### config.mk
export PLATFORM = sky130hd
export DESIGN_NAME = ex_mem_buffer
export DESIGN_NICKNAME = d
export VERILOG_FILES = /design/src/rtl/ex_mem_buffer_pkg.sv /design/src/rtl/ex_mem_buffer_pipe_reg.sv /design/src/rtl/ex_mem_buffer.sv
export SDC_FILE = /design/constraint.sdc
export NUM_CORES = 1
export LEC_CHECK = 0
export BUFFER_PORTS_ARGS = -buffer_cell sky130_fd_sc_hd__buf_2
export CAP_MARGIN = 20
export CORE_MARGIN = 3
export CORE_UTILIZATION = 50
export CTS_BUF_LIST = sky130_fd_sc_hd__clkbuf_4 sky130_fd_sc_hd__clkbuf_8 sky130_fd_sc_hd__clkbuf_16
export CTS_CLUSTER_DIAMETER = 40
export CTS_CLUSTER_SIZE = 20
export DETAILED_ROUTE_END_ITERATION = 6
export MAX_ROUTING_LAYER = met4
export PLACE_DENSITY = 0.94
export SYNTH_ARGS = -nofsm -noshare
export SYNTH_HDL_FRONTEND = slang
export SYNTH_SLANG_ARGS = --single-unit
### constraint.sdc
create_clock -name clk -period 5.4 [get_ports clk]
set_clock_uncertainty 0.2 [all_clocks]
set_input_delay 0.81 -clock clk [delete_from_list [all_inputs] [get_ports clk]]
set_output_delay 0.81 -clock clk [all_outputs]
set_load 0.01 [all_outputs]
### src/rtl/ex_mem_buffer_pkg.sv
// Shared constants for the EX/MEM pipeline buffer: control layout,
// stack-pointer source encodings and interrupt-entry FSM states.
package ex_mem_buffer_pkg;

  localparam int CTRL_WIDTH = 14;

  // Control bit positions, MSB first:
  // {SP_src[1:0],port_write,port_read,mem_write,mem_read,reglow_write,
  //  reghigh_write,mem_type,memToReg,mem_data_src,mem_addr_src,
  //  PC_push_pop,flags_push_pop}
  localparam int CB_FLAGS_PP   = 0;
  localparam int CB_PC_PP      = 1;
  localparam int CB_ADDR_SRC   = 2;
  localparam int CB_DATA_SRC   = 3;
  localparam int CB_MEM2REG    = 4;
  localparam int CB_MEM_TYPE   = 5;
  localparam int CB_REGHI_WR   = 6;
  localparam int CB_REGLO_WR   = 7;
  localparam int CB_MEM_RD     = 8;
  localparam int CB_MEM_WR     = 9;
  localparam int CB_PORT_RD    = 10;
  localparam int CB_PORT_WR    = 11;
  localparam int CB_SP_LO      = 12;
  localparam int CB_SP_HI      = 13;

  localparam logic [1:0] SP_HOLD = 2'd0;
  localparam logic [1:0] SP_DEC  = 2'd1;
  localparam logic [1:0] SP_INC  = 2'd2;

  localparam logic [1:0] ST_IDLE = 2'd0;
  localparam logic [1:0] ST_INT1 = 2'd1;
  localparam logic [1:0] ST_INT2 = 2'd2;

  // Control word MEM needs to push the return PC onto the stack.
  function automatic logic [CTRL_WIDTH-1:0] push_ctrl();
    logic [CTRL_WIDTH-1:0] c;
    c = '0;
    c[CB_MEM_WR]          = 1'b1;
    c[CB_ADDR_SRC]        = 1'b1;
    c[CB_DATA_SRC]        = 1'b1;
    c[CB_SP_HI:CB_SP_LO]  = SP_DEC;
    return c;
  endfunction

endpackage

### src/rtl/ex_mem_buffer_pipe_reg.sv
// Generic pipeline register: async active-low reset, synchronous clear
// (wins over enable), load on enable, otherwise hold.
module ex_mem_buffer_pipe_reg #(
  parameter int W = 8
) (
  input  logic         clk,
  input  logic         rst_n,
  input  logic         en,
  input  logic         clr,
  input  logic [W-1:0] d,
  output logic [W-1:0] q
);

  // Clear has priority so a bubble can be forced even while loading.
  always_ff @(posedge clk or negedge rst_n) begin
    if (!rst_n)   q <= '0;
    else if (clr) q <= '0;
    else if (en)  q <= d;
  end

endmodule

### src/rtl/ex_mem_buffer.sv
// EX/MEM pipeline buffer: captures EX results, holds on MEM stall,
// bubbles on flush and sequences the two-cycle interrupt PC push.
module ex_mem_buffer
  import ex_mem_buffer_pkg::*;
#(
  parameter int CTRL_W = CTRL_WIDTH
) (
  input  logic              clk,
  input  logic              reset,
  input  logic              stall_in,
  input  logic              flush_in,
  input  logic              INT_req_in,
  input  logic [31:0]       PC_in,
  input  logic [2:0]        Rdst1_in,
  input  logic [2:0]        Rdst2_in,
  input  logic [2:0]        Rsrc_in,
  input  logic [15:0]       Rdst1_val_in,
  input  logic [15:0]       Rdst2_val_in,
  input  logic [15:0]       Rsrc_val_in,
  input  logic [15:0]       Rdst_val_in,
  input  logic [3:0]        PORT_in,
  input  logic [CTRL_W-1:0] ctrl_in,
  output logic [31:0]       PC_out,
  output logic [2:0]        Rdst1_out,
  output logic [2:0]        Rdst2_out,
  output logic [2:0]        Rsrc_out,
  output logic [15:0]       Rdst1_val_out,
  output logic [15:0]       Rdst2_val_out,
  output logic [15:0]       Rsrc_val_out,
  output logic [15:0]       Rdst_val_out,
  output logic [3:0]        PORT_out,
  output logic [CTRL_W-1:0] ctrl_out,
  output logic              INT_out,
  output logic              valid_out,
  output logic              busy_out
);

  localparam int DATA_W = 32 + 3*3 + 16*4 + 4;

  logic [1:0]        state;
  logic              int_pending;
  logic              idle, int_go, int_end, capture;
  logic [DATA_W-1:0] data_d, data_q;
  logic [CTRL_W-1:0] ctrl_d;

  assign idle    = (state == ST_IDLE);
  assign int_go  = idle & int_pending & ~stall_in & ~flush_in;
  assign int_end = (state == ST_INT2);
  assign capture = idle & ~int_go & ~stall_in & ~flush_in;

  assign INT_out  = ~idle;
  assign busy_out = ~idle | int_go;

  // Interrupt-entry FSM: one-shot walk IDLE -> INT1 -> INT2 -> IDLE.
  always_ff @(posedge clk or negedge reset) begin
    if (!reset) state <= ST_IDLE;
    else begin
      case (state)
        ST_IDLE: if (int_go) state <= ST_INT1;
        ST_INT1: state <= ST_INT2;
        default: state <= ST_IDLE;
      endcase
    end
  end

  // Pending request: set only in IDLE so requests during a sequence merge.
  always_ff @(posedge clk or negedge reset) begin
    if (!reset)      int_pending <= 1'b0;
    else if (int_go) int_pending <= 1'b0;
    else if (idle && INT_req_in) int_pending <= 1'b1;
  end

  assign data_d = {PC_in, Rdst1_in, Rdst2_in, Rsrc_in, Rdst1_val_in,
                   Rdst2_val_in, Rsrc_val_in, Rdst_val_in, PORT_in};
  assign {PC_out, Rdst1_out, Rdst2_out, Rsrc_out, Rdst1_val_out,
          Rdst2_val_out, Rsrc_val_out, Rdst_val_out, PORT_out} = data_q;

  // Entering the sequence swaps in the push word; data (return PC) holds.
  assign ctrl_d = int_go ? push_ctrl() : ctrl_in;

  ex_mem_buffer_pipe_reg #(.W(DATA_W)) u_data (
    .clk(clk), .rst_n(reset), .en(capture), .clr(1'b0),
    .d(data_d), .q(data_q)
  );

  ex_mem_buffer_pipe_reg #(.W(CTRL_W)) u_ctrl (
    .clk(clk), .rst_n(reset), .en(capture | int_go), .clr(flush_in | int_end),
    .d(ctrl_d), .q(ctrl_out)
  );

  ex_mem_buffer_pipe_reg #(.W(1)) u_valid (
    .clk(clk), .rst_n(reset), .en(capture | int_go), .clr(flush_in | int_end),
    .d(1'b1), .q(valid_out)
  );

endmodule
==> results by group <==
CTS
  • Sink Count: 127
  • CTS buffer count: 17
  • Root buffer cell: clkbuf_8
  • Post-CTS Hold Fix Bufs: 0
  • CTS resizes: 0
  • CTS tree: done
  • H-tree Lvls: 4
  • Post-CTS setup buffers: 0
  • Longest Clk Path Bufs: 2
  • Clock-pin slew on the worst setup and hold paths: 0.05 ns
  • Skew-Pair Late Insertion Delay: 0.50 ns

Place
  • Post-DP HPWL: 8770 microns
  • PortBufs: roughly 250
  • Final Wtd Congestion: 0.740
  • Pre-CTS WS: between 2 and 2.5 ns

Worst setup path
  • Worst Path Required: 4.39 ns
  • Setup crit start kind: register
  • R2r endpoint: u_data.q[100]
  • Crit. End Element: output pin
  • CP arrival: 2.08 ns
  • Crit path max fanout: 8
  • Reg2Reg Launch Point: state[1]
  • Kind of critical path: register to output pin
  • R2r worst-path depth: 4
  • R2R Setup Slk: 2.59 ns

Yosys
  • Post-synth EDFFs: 0
  • Synth area leaders: dfrtp_1 60%, mux2_4 29%, buf_12 4.2%
  • Top post-synthesis cells by count: 127 x dfrtp_1, 100 x mux2_4, 11 x buf_12, 10 x a22o_1
  • Mapped Area: around 0.0053 sq mm
  • Netlist cell types: 18
  • Synth Warn #: 0
  • Top-area cell type share of the netlist area: 60.3%
  • Leading register cell type out of synthesis: dfrtp_1
  • Count leader, synth: dfrtp_1
  • Syn avg cell area: 18.3 sq um
  • Async set-or-reset flop fraction in the synthesized netlist: 100%
  • Register area share after synthesis: 60.3%
  • Synth Instances: 287
  • Synth Register Bits: between 100 and 150
  • Syn Nets: between 400 and 500
  • Cell taking the most area after synthesis: dfrtp_1

Floorplanning
  • Die W: between 100 and 150 microns
  • Die H: between 100 and 150 microns
  • Initial core utilization: roughly 53%
  • Core area: around 0.01 sq mm
  • Num ports: 254
  • Row count: 36
  • Die area: 0.0118 sq mm

Route
  • Final antenna-violating net count: 0
  • Residual DRC: 0
  • Wire length per cell: about 18 microns
  • Via count: 3427
  • First-pass DRT Iterations: 4
  • Via-to-Cell Ratio: roughly 5.0
  • Final WL: about 13000 microns
  • DRT iter0 DRCs: roughly 150

Timing
  • RSZ-0062 raised after global routing: false
  • Worst-Margin Slew: just over 0.9 ns
  • Slew Viols, Final: 0
  • Final worst path period need: 3.09 ns
  • Setup TNS: 0 ns
  • PnR worst setup slack: 2.31 ns
  • Achievable clock frequency: 324 MHz
  • Final setup violation count: 0
  • Number of hold violations in the final report: 0
  • Crit share post-route: 57.2%
  • Max-slew headroom: 39.5%

GRT
  • Vias in the first global route: 3687
  • Grt ovf: 0
  • Largest net degree at the start of global routing: 120
  • GRT Total Usage: around 22%
  • Antenna violations before repair: 0
  • First-pass GRT wire length: 19200 microns

Finish
  • Layout Nets: 675
  • # diodes: 0
  • Register Area: 0.00318 sq mm
  • Area of the multi-input gates: 0.00182 sq mm
  • Fillers: a little under 700
  • Area growth, synth to finish: 33.9%
  • Final Util: 70.5%
  • Share of layout cells above drive strength 1: 71.1%

Pwr
  • Power per Cell Area: 610 mW/mm^2
  • Leak: 3.71 nW
  • VDD IR max: between 200 and 300 uV

Status
  • Status: complete, no violations

Worst hold path
  • Hold Crit Class: input port to async pin

Job
  • Max Cap Viol: 0
layout make-up:
| type | instances | share of cell area [%] |
|---|---|---|
| Sequential cell | 127 | 45.1 |
| Clock buffer | 21 | 6.39 |
| Clock inverter | 8 | 1.31 |
| Timing Repair Buffer | 257 | 18.9 |
| Multi-Input combinational cell | 141 | 25.8 |
| Inverter | 3 | 0.160 |
| Tap cell | 133 | 2.36 |
cell usage in the layout, fill, tap and decap left out:
master	n
a211oi_1	1
a21oi_1	1
a22o_1	10
buf_12	1
buf_16	1
buf_2	252
buf_4	3
bufinv_16	2
clkbuf_16	16
clkbuf_4	3
clkbuf_8	2
clkinv_2	5
clkinvlp_4	1
dfrtp_1	127
inv_1	3
mux2_2	9
mux2_4	100
nand2_1	2
nand2b_1	1
nor2_1	9
nor2_8	1
o21ai_0	2
o2bb2ai_1	4
or4_1	1
metrics by stage:
| stage | instances | cell area, sq um | hold slack, ns | power [W] |
|---|---|---|---|---|
| 6_report | 690 | 7050 | 0.0397 | 0.00430 |
| 3_3_place_gp | 659 | 6470 | 0.270 | 0.00317 |
| 2_1_floorplan | 287 | 5270 | 0.250 | 0.00264 |
| 3_5_place_dp | 659 | 6470 | 0.280 | 0.00325 |
| 5_1_grt | 690 | 7050 | 0.0430 | 0.00453 |
| 4_1_cts | 688 | 7020 | 0.265 | 0.00434 |
how the worst max path moves through the flow:
stage	start	to	slack (ns)
after CTS	state[1]	busy_out	2.28
after global placement	stall_in	u_data.q[103]	2.30
after floorplan	stall_in	busy_out	2.66
final	state[1]	busy_out	2.31
after detailed placement	stall_in	u_data.q[104]	2.21
after global routing	state[1]	busy_out	2.23
state kept, by name (all words and copies together) (netlist names):
| signal | cells |
|---|---|
| u_data.q | 109 |
| u_ctrl.q | 14 |
| state | 2 |
| int_pending | 1 |
| u_valid.q | 1 |
power breakdown:
group          internal (W)  switching, W  leakage (nW)
clock              0.000671      0.000385         0.273
sequential          0.00139      0.000276          1.54
combinational      0.000926      0.000652          1.90
total               0.00299       0.00131          3.71
layer usage:
| metal | wire length, microns | vias up | track usage (%) | share of wire, % |
|---|---|---|---|---|
| li1 | - | 1528 | - | - |
| met1 | 4950 | 1685 | 26.8 | 39 |
| met2 | 6350 | 184 | 35.7 | 50 |
| met3 | 961 | 30 | 5.45 | 7.6 |
| met4 | 337 | 0 | 9.56 | 2.7 |
| met5 | 0 | - | - | 0 |
critical path: stages, from the launching register on:
cell     delay, ns
dfrtp_1       0.41
or4_1         0.75
o21ai_0       0.24
buf_2         0.18
kinds of logic after synthesis:
kind of cell,Yosys count,synth area share (%)
and+or+nand+nor,14,1.43
AOI/OAI and AO/OA,18,2.76
buffers and inverters,19,5.04
DFF,127,60.3
muxes,109,30.4
(Power assumes the default switching activity.)
